`config.mk`:
```
export PLATFORM = sky130hd
export DESIGN_NAME = param_datapath
export DESIGN_NICKNAME = d
export VERILOG_FILES = /design/src/rtl/param_datapath.sv
export SDC_FILE = /design/constraint.sdc
export NUM_CORES = 2
export LEC_CHECK = 0
export ABC_CLOCK_PERIOD_IN_PS = 7800
export CORE_MARGIN = 3
export CORE_UTILIZATION = 40
export DETAILED_ROUTE_END_ITERATION = 16
export SLEW_MARGIN = 25
export SYNTH_ARGS = -nofsm -noshare
export SYNTH_HDL_FRONTEND = slang
export SYNTH_SLANG_ARGS = --single-unit
export TNS_END_PERCENT = 20
```
`constraint.sdc`:
```
create_clock -name clock -period 7.8 [get_ports clock]
set_input_delay 1.95 -clock clock [delete_from_list [all_inputs] [get_ports clock]]
set_output_delay 1.95 -clock clock [all_outputs]
set_load 0.1 [all_outputs]
```
`src/rtl/param_datapath.sv`:
```
// Bus-based CPU datapath: register file, PC/IR/MAR/MDR/HI/LO/Y, a 2xW Z register and
// a multi-cycle signed MUL/DIV sequencer sharing one one-hot-selected bus.
module param_datapath #(
    parameter int DATA_W   = 32,
    parameter int NUM_REGS = 16,
    parameter bit R0_ZERO  = 1'b1,
    parameter int PC_STEP  = 1
) (
    input  logic                clock,
    input  logic                clear,
    input  logic [NUM_REGS-1:0] reg_in,
    input  logic [NUM_REGS-1:0] reg_out,
    input  logic                pc_in,
    input  logic                pc_out,
    input  logic                inc_pc,
    input  logic                ir_in,
    input  logic                mar_in,
    input  logic                mdr_in,
    input  logic                mdr_read,
    input  logic                mdr_out,
    input  logic                hi_in,
    input  logic                hi_out,
    input  logic                lo_in,
    input  logic                lo_out,
    input  logic                y_in,
    input  logic                z_in,
    input  logic                zhigh_out,
    input  logic                zlow_out,
    input  logic [3:0]          alu_op,
    input  logic                alu_start,
    input  logic [DATA_W-1:0]   mem_data_in,
    output logic [DATA_W-1:0]   bus_value,
    output logic [DATA_W-1:0]   ir_value,
    output logic [DATA_W-1:0]   mar_value,
    output logic [DATA_W-1:0]   mdr_value,
    output logic                alu_busy,
    output logic                alu_done,
    output logic                div_by_zero,
    output logic                bus_conflict
);
    localparam int SH_W = $clog2(DATA_W);
    localparam logic [3:0] OP_MUL = 4'd11;
    localparam logic [3:0] OP_DIV = 4'd12;

    typedef enum logic [1:0] {IDLE, RUN, DONE} seq_state_t;

    logic [DATA_W-1:0]   regs_q [NUM_REGS];
    logic [DATA_W-1:0]   regs_d [NUM_REGS];
    logic [DATA_W-1:0]   pc_q, pc_d, ir_q, ir_d, mar_q, mar_d, mdr_q, mdr_d;
    logic [DATA_W-1:0]   hi_q, hi_d, lo_q, lo_d, y_q, y_d;
    logic [2*DATA_W-1:0] z_q, z_d;

    seq_state_t          state_q, state_d;
    logic [SH_W-1:0]     cnt_q, cnt_d;
    logic                is_div_q, is_div_d, b_neg_q, b_neg_d, dbz_q, dbz_d;
    logic [DATA_W-1:0]   a_q, a_d, mag_q, mag_d, lo_w_q, lo_w_d;
    logic [DATA_W:0]     hi_w_q, hi_w_d;

    logic [DATA_W-1:0]   bus, bus_or, alu_res;
    logic                seen_drv, multi_drv;
    logic [5:0]          misc_en;
    logic [DATA_W-1:0]   misc_val [6];

    function automatic logic [DATA_W-1:0] mag_of(input logic [DATA_W-1:0] v);
        return v[DATA_W-1] ? -v : v;
    endfunction

    assign misc_en     = {pc_out, mdr_out, hi_out, lo_out, zhigh_out, zlow_out};
    assign misc_val[0] = z_q[DATA_W-1:0];
    assign misc_val[1] = z_q[2*DATA_W-1:DATA_W];
    assign misc_val[2] = lo_q;
    assign misc_val[3] = hi_q;
    assign misc_val[4] = mdr_q;
    assign misc_val[5] = pc_q;

    // A second enable forces the bus to zero rather than OR-ing the sources together.
    always_comb begin
        bus_or    = '0;
        seen_drv  = 1'b0;
        multi_drv = 1'b0;
        for (int i = 0; i < NUM_REGS; i++) begin
            if (reg_out[i]) begin
                multi_drv = multi_drv | seen_drv;
                seen_drv  = 1'b1;
                if (!(R0_ZERO && i == 0)) bus_or = bus_or | regs_q[i];
            end
        end
        for (int j = 0; j < 6; j++) begin
            if (misc_en[j]) begin
                multi_drv = multi_drv | seen_drv;
                seen_drv  = 1'b1;
                bus_or    = bus_or | misc_val[j];
            end
        end
        bus = multi_drv ? '0 : bus_or;
    end

    always_comb begin
        logic [SH_W-1:0]     amt;
        logic [2*DATA_W-1:0] rot;
        amt     = bus[SH_W-1:0];
        rot     = '0;
        alu_res = '0;
        case (alu_op)
            4'd0:  alu_res = y_q + bus;
            4'd1:  alu_res = y_q - bus;
            4'd2:  alu_res = y_q & bus;
            4'd3:  alu_res = y_q | bus;
            4'd4:  alu_res = y_q >> amt;
            4'd5:  alu_res = $unsigned($signed(y_q) >>> amt);
            4'd6:  alu_res = y_q << amt;
            4'd7:  begin rot = {y_q, y_q} >> amt; alu_res = rot[DATA_W-1:0]; end
            4'd8:  begin rot = {y_q, y_q} << amt; alu_res = rot[2*DATA_W-1:DATA_W]; end
            4'd9:  alu_res = -bus;
            4'd10: alu_res = ~bus;
            default: alu_res = '0;
        endcase
    end

    always_comb begin
        for (int i = 0; i < NUM_REGS; i++) regs_d[i] = reg_in[i] ? bus : regs_q[i];
        pc_d  = pc_in ? bus : (inc_pc ? pc_q + DATA_W'(PC_STEP) : pc_q);
        ir_d  = ir_in  ? bus : ir_q;
        mar_d = mar_in ? bus : mar_q;
        mdr_d = mdr_in ? (mdr_read ? mem_data_in : bus) : mdr_q;
        hi_d  = hi_in  ? bus : hi_q;
        lo_d  = lo_in  ? bus : lo_q;
        y_d   = y_in   ? bus : y_q;
    end

    // Magnitudes are iterated unsigned (shift-add / restoring divide); signs are applied in DONE.
    always_comb begin
        logic [DATA_W:0]     sum, shifted;
        logic [DATA_W+1:0]   diff;
        logic [2*DATA_W-1:0] prod;
        logic [DATA_W-1:0]   quo, rem;
        state_d  = state_q;
        cnt_d    = cnt_q;
        is_div_d = is_div_q;
        b_neg_d  = b_neg_q;
        dbz_d    = dbz_q;
        a_d      = a_q;
        mag_d    = mag_q;
        hi_w_d   = hi_w_q;
        lo_w_d   = lo_w_q;
        z_d      = z_q;
        sum      = '0;
        shifted  = '0;
        diff     = '0;
        prod     = '0;
        quo      = '0;
        rem      = '0;
        case (state_q)
            IDLE: begin
                if (alu_start && (alu_op == OP_MUL || alu_op == OP_DIV)) begin
                    is_div_d = (alu_op == OP_DIV);
                    a_d      = y_q;
                    b_neg_d  = bus[DATA_W-1];
                    mag_d    = (alu_op == OP_DIV) ? mag_of(bus) : mag_of(y_q);
                    lo_w_d   = (alu_op == OP_DIV) ? mag_of(y_q) : mag_of(bus);
                    hi_w_d   = '0;
                    cnt_d    = '0;
                    dbz_d    = 1'b0;
                    state_d  = RUN;
                end else if (z_in && alu_op != OP_MUL && alu_op != OP_DIV) begin
                    z_d = {{DATA_W{1'b0}}, alu_res};
                end
            end
            RUN: begin
                if (is_div_q) begin
                    shifted = {hi_w_q[DATA_W-1:0], lo_w_q[DATA_W-1]};
                    diff    = {1'b0, shifted} - {2'b00, mag_q};
                    if (!diff[DATA_W+1]) begin
                        hi_w_d = diff[DATA_W:0];
                        lo_w_d = {lo_w_q[DATA_W-2:0], 1'b1};
                    end else begin
                        hi_w_d = shifted;
                        lo_w_d = {lo_w_q[DATA_W-2:0], 1'b0};
                    end
                end else begin
                    sum    = hi_w_q + (lo_w_q[0] ? {1'b0, mag_q} : '0);
                    hi_w_d = {1'b0, sum[DATA_W:1]};
                    lo_w_d = {sum[0], lo_w_q[DATA_W-1:1]};
                end
                cnt_d = cnt_q + SH_W'(1);
                if (cnt_q == SH_W'(DATA_W - 1)) state_d = DONE;
            end
            DONE: begin
                if (is_div_q && mag_q == '0) begin
                    z_d   = {a_q, {DATA_W{1'b1}}};
                    dbz_d = 1'b1;
                end else if (is_div_q) begin
                    quo = (a_q[DATA_W-1] ^ b_neg_q) ? -lo_w_q : lo_w_q;
                    rem = a_q[DATA_W-1] ? -hi_w_q[DATA_W-1:0] : hi_w_q[DATA_W-1:0];
                    z_d = {rem, quo};
                end else begin
                    prod = {hi_w_q[DATA_W-1:0], lo_w_q};
                    z_d  = (a_q[DATA_W-1] ^ b_neg_q) ? -prod : prod;
                end
                state_d = IDLE;
            end
            default: state_d = IDLE;
        endcase
    end

    always_ff @(posedge clock or negedge clear) begin
        if (!clear) begin
            for (int i = 0; i < NUM_REGS; i++) regs_q[i] <= '0;
            pc_q     <= '0;
            ir_q     <= '0;
            mar_q    <= '0;
            mdr_q    <= '0;
            hi_q     <= '0;
            lo_q     <= '0;
            y_q      <= '0;
            z_q      <= '0;
            state_q  <= IDLE;
            cnt_q    <= '0;
            is_div_q <= 1'b0;
            b_neg_q  <= 1'b0;
            dbz_q    <= 1'b0;
            a_q      <= '0;
            mag_q    <= '0;
            hi_w_q   <= '0;
            lo_w_q   <= '0;
        end else begin
            regs_q   <= regs_d;
            pc_q     <= pc_d;
            ir_q     <= ir_d;
            mar_q    <= mar_d;
            mdr_q    <= mdr_d;
            hi_q     <= hi_d;
            lo_q     <= lo_d;
            y_q      <= y_d;
            z_q      <= z_d;
            state_q  <= state_d;
            cnt_q    <= cnt_d;
            is_div_q <= is_div_d;
            b_neg_q  <= b_neg_d;
            dbz_q    <= dbz_d;
            a_q      <= a_d;
            mag_q    <= mag_d;
            hi_w_q   <= hi_w_d;
            lo_w_q   <= lo_w_d;
        end
    end

    assign bus_value    = bus;
    assign ir_value     = ir_q;
    assign mar_value    = mar_q;
    assign mdr_value    = mdr_q;
    assign alu_busy     = (state_q == RUN);
    assign alu_done     = (state_q == DONE);
    assign div_by_zero  = dbz_q;
    assign bus_conflict = multi_drv;

endmodule

```
======== Word level (Yosys, flattened, before mapping) ========
Index checks and enable logic that the tools add are counted.
cells by class
  add/subtract/negate cells ............... 11
  mux-type cells .......................... 97
  reductions and logical operators ........ 16
  bitwise logic cells ..................... 44
  shift operators ......................... 5
  equality and inequality tests ........... 22
operators with widths
  cell                                                             count
  32-bit two-way mux                                               34
  32-bit bitwise OR                                                21
  32-bit one-hot mux with 11 select lines                          1
  64-bit two-way mux                                               5
  32-bit negator                                                   4
  64-bit one-hot mux with 2 select lines                           1
  33-bit two-way mux                                               3
  33-bit one-hot mux with 2 select lines                           1
  64-bit negator                                                   1
  32-bit one-hot mux with 2 select lines                           1
  64-bit by 5-bit << shifter with 64-bit output                    1
  64-bit by 5-bit >> shifter with 32-bit output                    1
  1-bit two-way mux                                                45
  33-bit by 32-bit subtractor with 34-bit output                   1
  33-bit by 32-bit adder with 33-bit output                        1
  32-bit by 1-bit adder with 32-bit output, second input constant  1
  32-bit adder                                                     1
  32-bit bitwise AND                                               1
  32-bit zero test                                                 1
  32-bit NOT                                                       1
  32-bit by 5-bit << shifter with 32-bit output                    1
  32-bit by 5-bit >> shifter with 32-bit output                    1
  32-bit by 5-bit >>> shifter with 32-bit output                   1
  32-bit subtractor                                                1
  25 further kinds                                                 65
word-level totals
  output and inout bits ................... 132
  logic and storage cells ................. 227
  flip-flop bits (word level) ............. 907
  input port bits ......................... 87

======== Logic depth before layout (Yosys ltp) ========
  depth in word-level cells ............... 48
  depth in mapped cells ................... 31
  mapped depth without buffers ............ 26

======== Worst setup path before layout ========
OpenSTA, ideal clock, no wires.
  kind .................................... input -> register
  start ................................... input port reg_out[1]
  end ..................................... register z_q[19]
  setup time .............................. 143 ps
  data required time ...................... 7657 ps
  path slack .............................. -363 ps
  arrival time ............................ 8020 ps
  stages .................................. 23
  path through ............................ buf_6 nor4_4 nand2_2 or4b_1 o221a_2 nor3_2 buf_2 nand2_1 clkinv_1 buf_1 buf_1 xnor2_1 ha_1 or3_1 o21a_1 a311o_1 a2111oi_0 or3_1 clkbuf_1 xor2_1 nor2_1 a2111oi_0 a31oi_1
on the way
  longest elaborated chain between the ends .. 47
  elaborated cells on any way between the ends .. 118
  those cells by class .................... add/sub: 3; shift: 5; mux: 67; bitwise: 43
ends and longest elaborated chain
  item                                                     line    RTL
  start, declared                                          12      input logic [NUM_REGS-1:0] reg_out,
  32-bit two-way mux or 1-bit two-way mux (tied branches)  82      if (reg_out[i]) begin
  32-bit bitwise OR or 1-bit bitwise OR (tied branches)    85, 83
  32-bit two-way mux or 1-bit two-way mux (tied branches)  82
  32-bit bitwise OR or 1-bit bitwise OR (tied branches)    85, 83
  32-bit two-way mux or 1-bit two-way mux (tied branches)  82
  32-bit bitwise OR or 1-bit bitwise OR (tied branches)    85, 83
  32-bit two-way mux or 1-bit two-way mux (tied branches)  82
  32-bit bitwise OR or 1-bit bitwise OR (tied branches)    85, 83
  [32 not listed]                                          -
  32-bit two-way mux or 1-bit two-way mux (tied branches)  89      if (misc_en[j]) begin
  32-bit two-way mux (*)                                   95      bus = multi_drv ? '0 : bus_or;
  net bus_value[3]                                         32      output logic [DATA_W-1:0] bus_value,
  32-bit negator (tied with other cells)                   114     4'd9: alu_res = -bus;
  32-bit one-hot mux with 11 select lines (*)              104     case (alu_op)
  64-bit two-way mux (*)                                   165     end else if (z_in && alu_op != OP_MUL && alu_op != OP_DIV) begin
  64-bit two-way mux (*)                                   155     if (alu_start && (alu_op == OP_MUL || alu_op == OP_DIV)) begin
  64-bit one-hot mux with 2 select lines (*)               153     case (state_q)
  end signal, assigned                                     235     z_q <= z_d;
  end, declared                                            51      logic [2*DATA_W-1:0] z_q, z_d;
Mark *: on every way through the listed nets, which the timed path passes. The rest lies on a longest branch. The select of a mux whose other input is x is not followed.
A chain may end at the register's enable or synchronous reset.

======== Worst setup path in the final report ========
  start ................................... input port reg_out[0]
  end ..................................... output port bus_value[20]
on the way
  longest elaborated chain between the ends .. 43
  elaborated cells on any way between the ends .. 63
  those cells by class .................... mux: 43; bitwise: 20
ends and longest elaborated chain
  item                    line  RTL
  1-bit two-way mux (*)   82
  1-bit two-way mux       82
  1-bit bitwise OR        83    multi_drv = multi_drv | seen_drv;
  1-bit two-way mux       82
  1-bit bitwise OR        83
  1-bit two-way mux       82
  1-bit bitwise OR        83
  1-bit two-way mux       82
  [27 not listed]         -
  1-bit two-way mux       89
  1-bit bitwise OR        90    multi_drv = multi_drv | seen_drv;
  1-bit two-way mux       89
  1-bit bitwise OR        90
  1-bit two-way mux       89
  1-bit bitwise OR        90
  1-bit two-way mux (*)   89
  32-bit two-way mux (*)  95
  end, declared           32
Every way passes the cells marked *; elsewhere a longest branch is shown, timed or not.

==> results.json <==
{
  "maxSlewViolCount": 0,
  "clock_latency_ns": 0.74,
  "hold_violations": 0,
  "most-common-layout-cells": "903 x dfrtp_1, 638 x mux2_2, 512 x nand2_1",
  "ant_nets": 0,
  "placed_area_um2": 63300,
  "overflow": 0,
  "ios": 219,
  "area_delta_synth_final_pct": 18.1,
  "cp_slowest_cell": "or4b_1",
  "crit_family": "buffers and inverters",
  "clock_skew_ns": 0.0464,
  "track_usage": 0.383,
  "ys_ff_latch": 907,
  "fp.dieW_um": 382,
  "max_stage_delay_ns": 0.51,
  "grt_setup_unrepaired": "false",
  "globalplace.congestion": 1.07,
  "cts_root_buffer": "clkbuf_16",
  "drt_iter0_markers": 7323,
  "fp.dieH_um": 382,
  "r2r-end": "z_q[26]$_DFFE_PN0P_",
  "num_vias": 55215,
  "hold_start": "a_q[16]$_DFFE_PN0P_",
  "power_leakage_uw": 0.0296,
  "routedWlPerCell_um": 34.8,
  "period_minus_slack_ns": 7.64,
  "min_to": "a_q[16]$_DFFE_PN0P_",
  "path_buf_inv": 9,
  "cts_tree": "done",
  "post-dp-hpwl_um": 207000,
  "crit_top_cell": "buf_4",
  "clock-sinks": 907,
  "ys_warn_count": 0,
  "syn_nets": 6248,
  "final_min_period_over_clock_period": 0.979,
  "fmax_mhz": 131,
  "largest_register_ffs": 480,
  "clk_path_buf_depth": 3,
  "startpoint_type": "input pin",
  "wl_um": 289000,
  "slew_headroom": 0.244,
  "start_util": 0.404,
  "worst_hold_path.num_cells": 2,
  "synth_cell_types": 99,
  "drv_cap": 0,
  "synth_seq_area_share": 0.401,
  "ir_drop_v": 0.000256,
  "portBuffers": 217,
  "core_um2": 140000,
  "route.detailed.drc": 0,
  "regToRegStartpoint": "regs_q[225]$_DFFE_PN0P_",
  "htree_num_levels": 3,
  "syn_area_per_cell_um2": 9.36,
  "top_regs": "regs_q (480), z_q (64), hi_w_q (33)",
  "cts_setup_buffers": 0,
  "drt_first_pass_iters": 7,
  "hold_buffers": 0,
  "synth_edf_count": 0,
  "cts_buffers": 100,
  "timing.reg2reg.setup_slack_ns": 1.62,
  "setup_viol": 0,
  "p_total_uw": 16700,
  "synth_flop_cell": "dfrtp_1",
  "worst_hold_path_type": "register to register",
  "p_per_area_nw_per_um2": 250,
  "grt_pass1_wl_um": 404000,
  "status": "completed",
  "antenna_found_initial": 15,
  "syn-cell-area_um2": 56600,
  "worstPathArrival_ns": 5.69,
  "dieArea_um2": 146000,
  "largest_register": "regs_q",
  "crit_chain": "clkdlybuf4s50_1 -> nor4_4 -> buf_4 -> nand2_2 -> or4b_1 -> o221a_2 -> buf_4 -> nor3_4 -> inv_4 -> buf_4 -> buf_4 -> buf_4 -> nor2_2 -> buf_4 -> buf_12",
  "worst_pin_slew_ns": 1.13,
  "final_net_count": 6520,
  "final_common_cell": "dfrtp_1",
  "synth_cells": 6052,
  "fp-row-count": 137,
  "worstSetupEndpointType": "output port",
  "grt_max_degree": 159,
  "drive_above_1_share": 0.235,
  "async_flop_share": 1.00,
  "first_global_vias": 52520,
  "setup.worst_path.start": "reg_out[0]",
  "worstSetupPathType": "input pin to output port",
  "cts.repair.resized": 0,
  "stdcell_area_um2": 66900,
  "ff2ff_path_depth": 26,
  "viasPerCell": 6.65,
  "crit_required_ns": 5.85,
  "worst-path-max-fanout": 14,
  "clk_pin_slew_ns": 0.06
}
report_power, final:
part | internal (uW) | total, uW | switching [uW]
Combinational | 2130 | 5870 | 3730
Clock | 2950 | 5120 | 2170
Sequential | 5060 | 5750 | 685
Total | 10100 | 16700 | 6580
worst min-delay path, stage by stage, from the launching register on:
cell,delay [ns]
dfrtp_1,0.34
nand2_1,0.05
nand2_1,0.05
worst max path at each step:
stage | cells past startpoint | end | slack [ns]
after floorplan | 26 | z_q[26]$_DFFE_PN0P_ | -0.01
after global placement | 28 | z_q[30]$_DFFE_PN0P_ | -0.36
after detailed placement | 28 | z_q[30]$_DFFE_PN0P_ | -0.36
after CTS | 15 | bus_value[20] | 0.19
after global routing | 28 | z_q[30]$_DFFE_PN0P_ | 0.07
final | 15 | bus_value[20] | 0.16
logic make-up (layout without fill, tap and decap cells):
group / count (synthesis) / after routing / share of synthesized area
xor+xnor: 261 / 261 / 0.0404
other cells: 0 / 12 / 0
compound gates: 1826 / 1826 / 0.215
buf+inv: 647 / 1005 / 0.0443
fa+ha+maj: 111 / 111 / 0.0248
flops: 907 / 907 / 0.401
simple gates: 1551 / 1551 / 0.128
mux: 749 / 749 / 0.147
synthesized netlist by cell type (all sizes together) (91+ instances only):
library cell | count | area [um2]
nand2 | 514 | 1930
nor2 | 421 | 1580
a22oi | 336 | 2520
dfrtp | 907 | 22700
mux2i | 110 | 1100
nand3 | 155 | 776
clkbuf | 425 | 1600
xnor2 | 147 | 1290
buf | 136 | 592
a21oi | 356 | 1790
o21ai | 389 | 1950
nor3 | 139 | 736
o211ai | 91 | 683
mux2 | 639 | 7200
xor2 | 114 | 998
ha | 106 | 1330
area by class of cell:
type / instances / area, um2
sequential: 907 / 22700
fill: 13341 / 73200
clock buffer: 138 / 2860
clock inverter: 50 / 676
multi-input combinational: 4498 / 31600
antenna: 12 / 30.0
inverter: 86 / 325
timing repair buffer: 731 / 6310
tap: 1876 / 2350
metal layers:
metal / wire [um] / share of wire / global-route usage / vias up
li1: - / - / - / 23085
met1: 117000 / 0.41 / 0.508 / 28211
met2: 126000 / 0.44 / 0.582 / 3203
met3: 29200 / 0.10 / 0.0968 / 706
met4: 15800 / 0.055 / 0.183 / 10
met5: 123 / 0.00043 / 0.00364 / -
per-stage QoR:
step                worst slack, ns  instances  hold slack, ns  setup TNS, ns  utilization
floorplan                  -0.00967       6052           0.446       -0.00967            -
global placement             -0.356       8097           0.461          -1.85        0.452
detailed placement           -0.356       8097           0.465          -1.94        0.452
CTS                           0.188       8285           0.480              0        0.477
global route                 0.0695       8287           0.496              0        0.477
finish                        0.162       8298           0.479              0        0.477
Note: power is estimated with default switching activity, not from simulation.
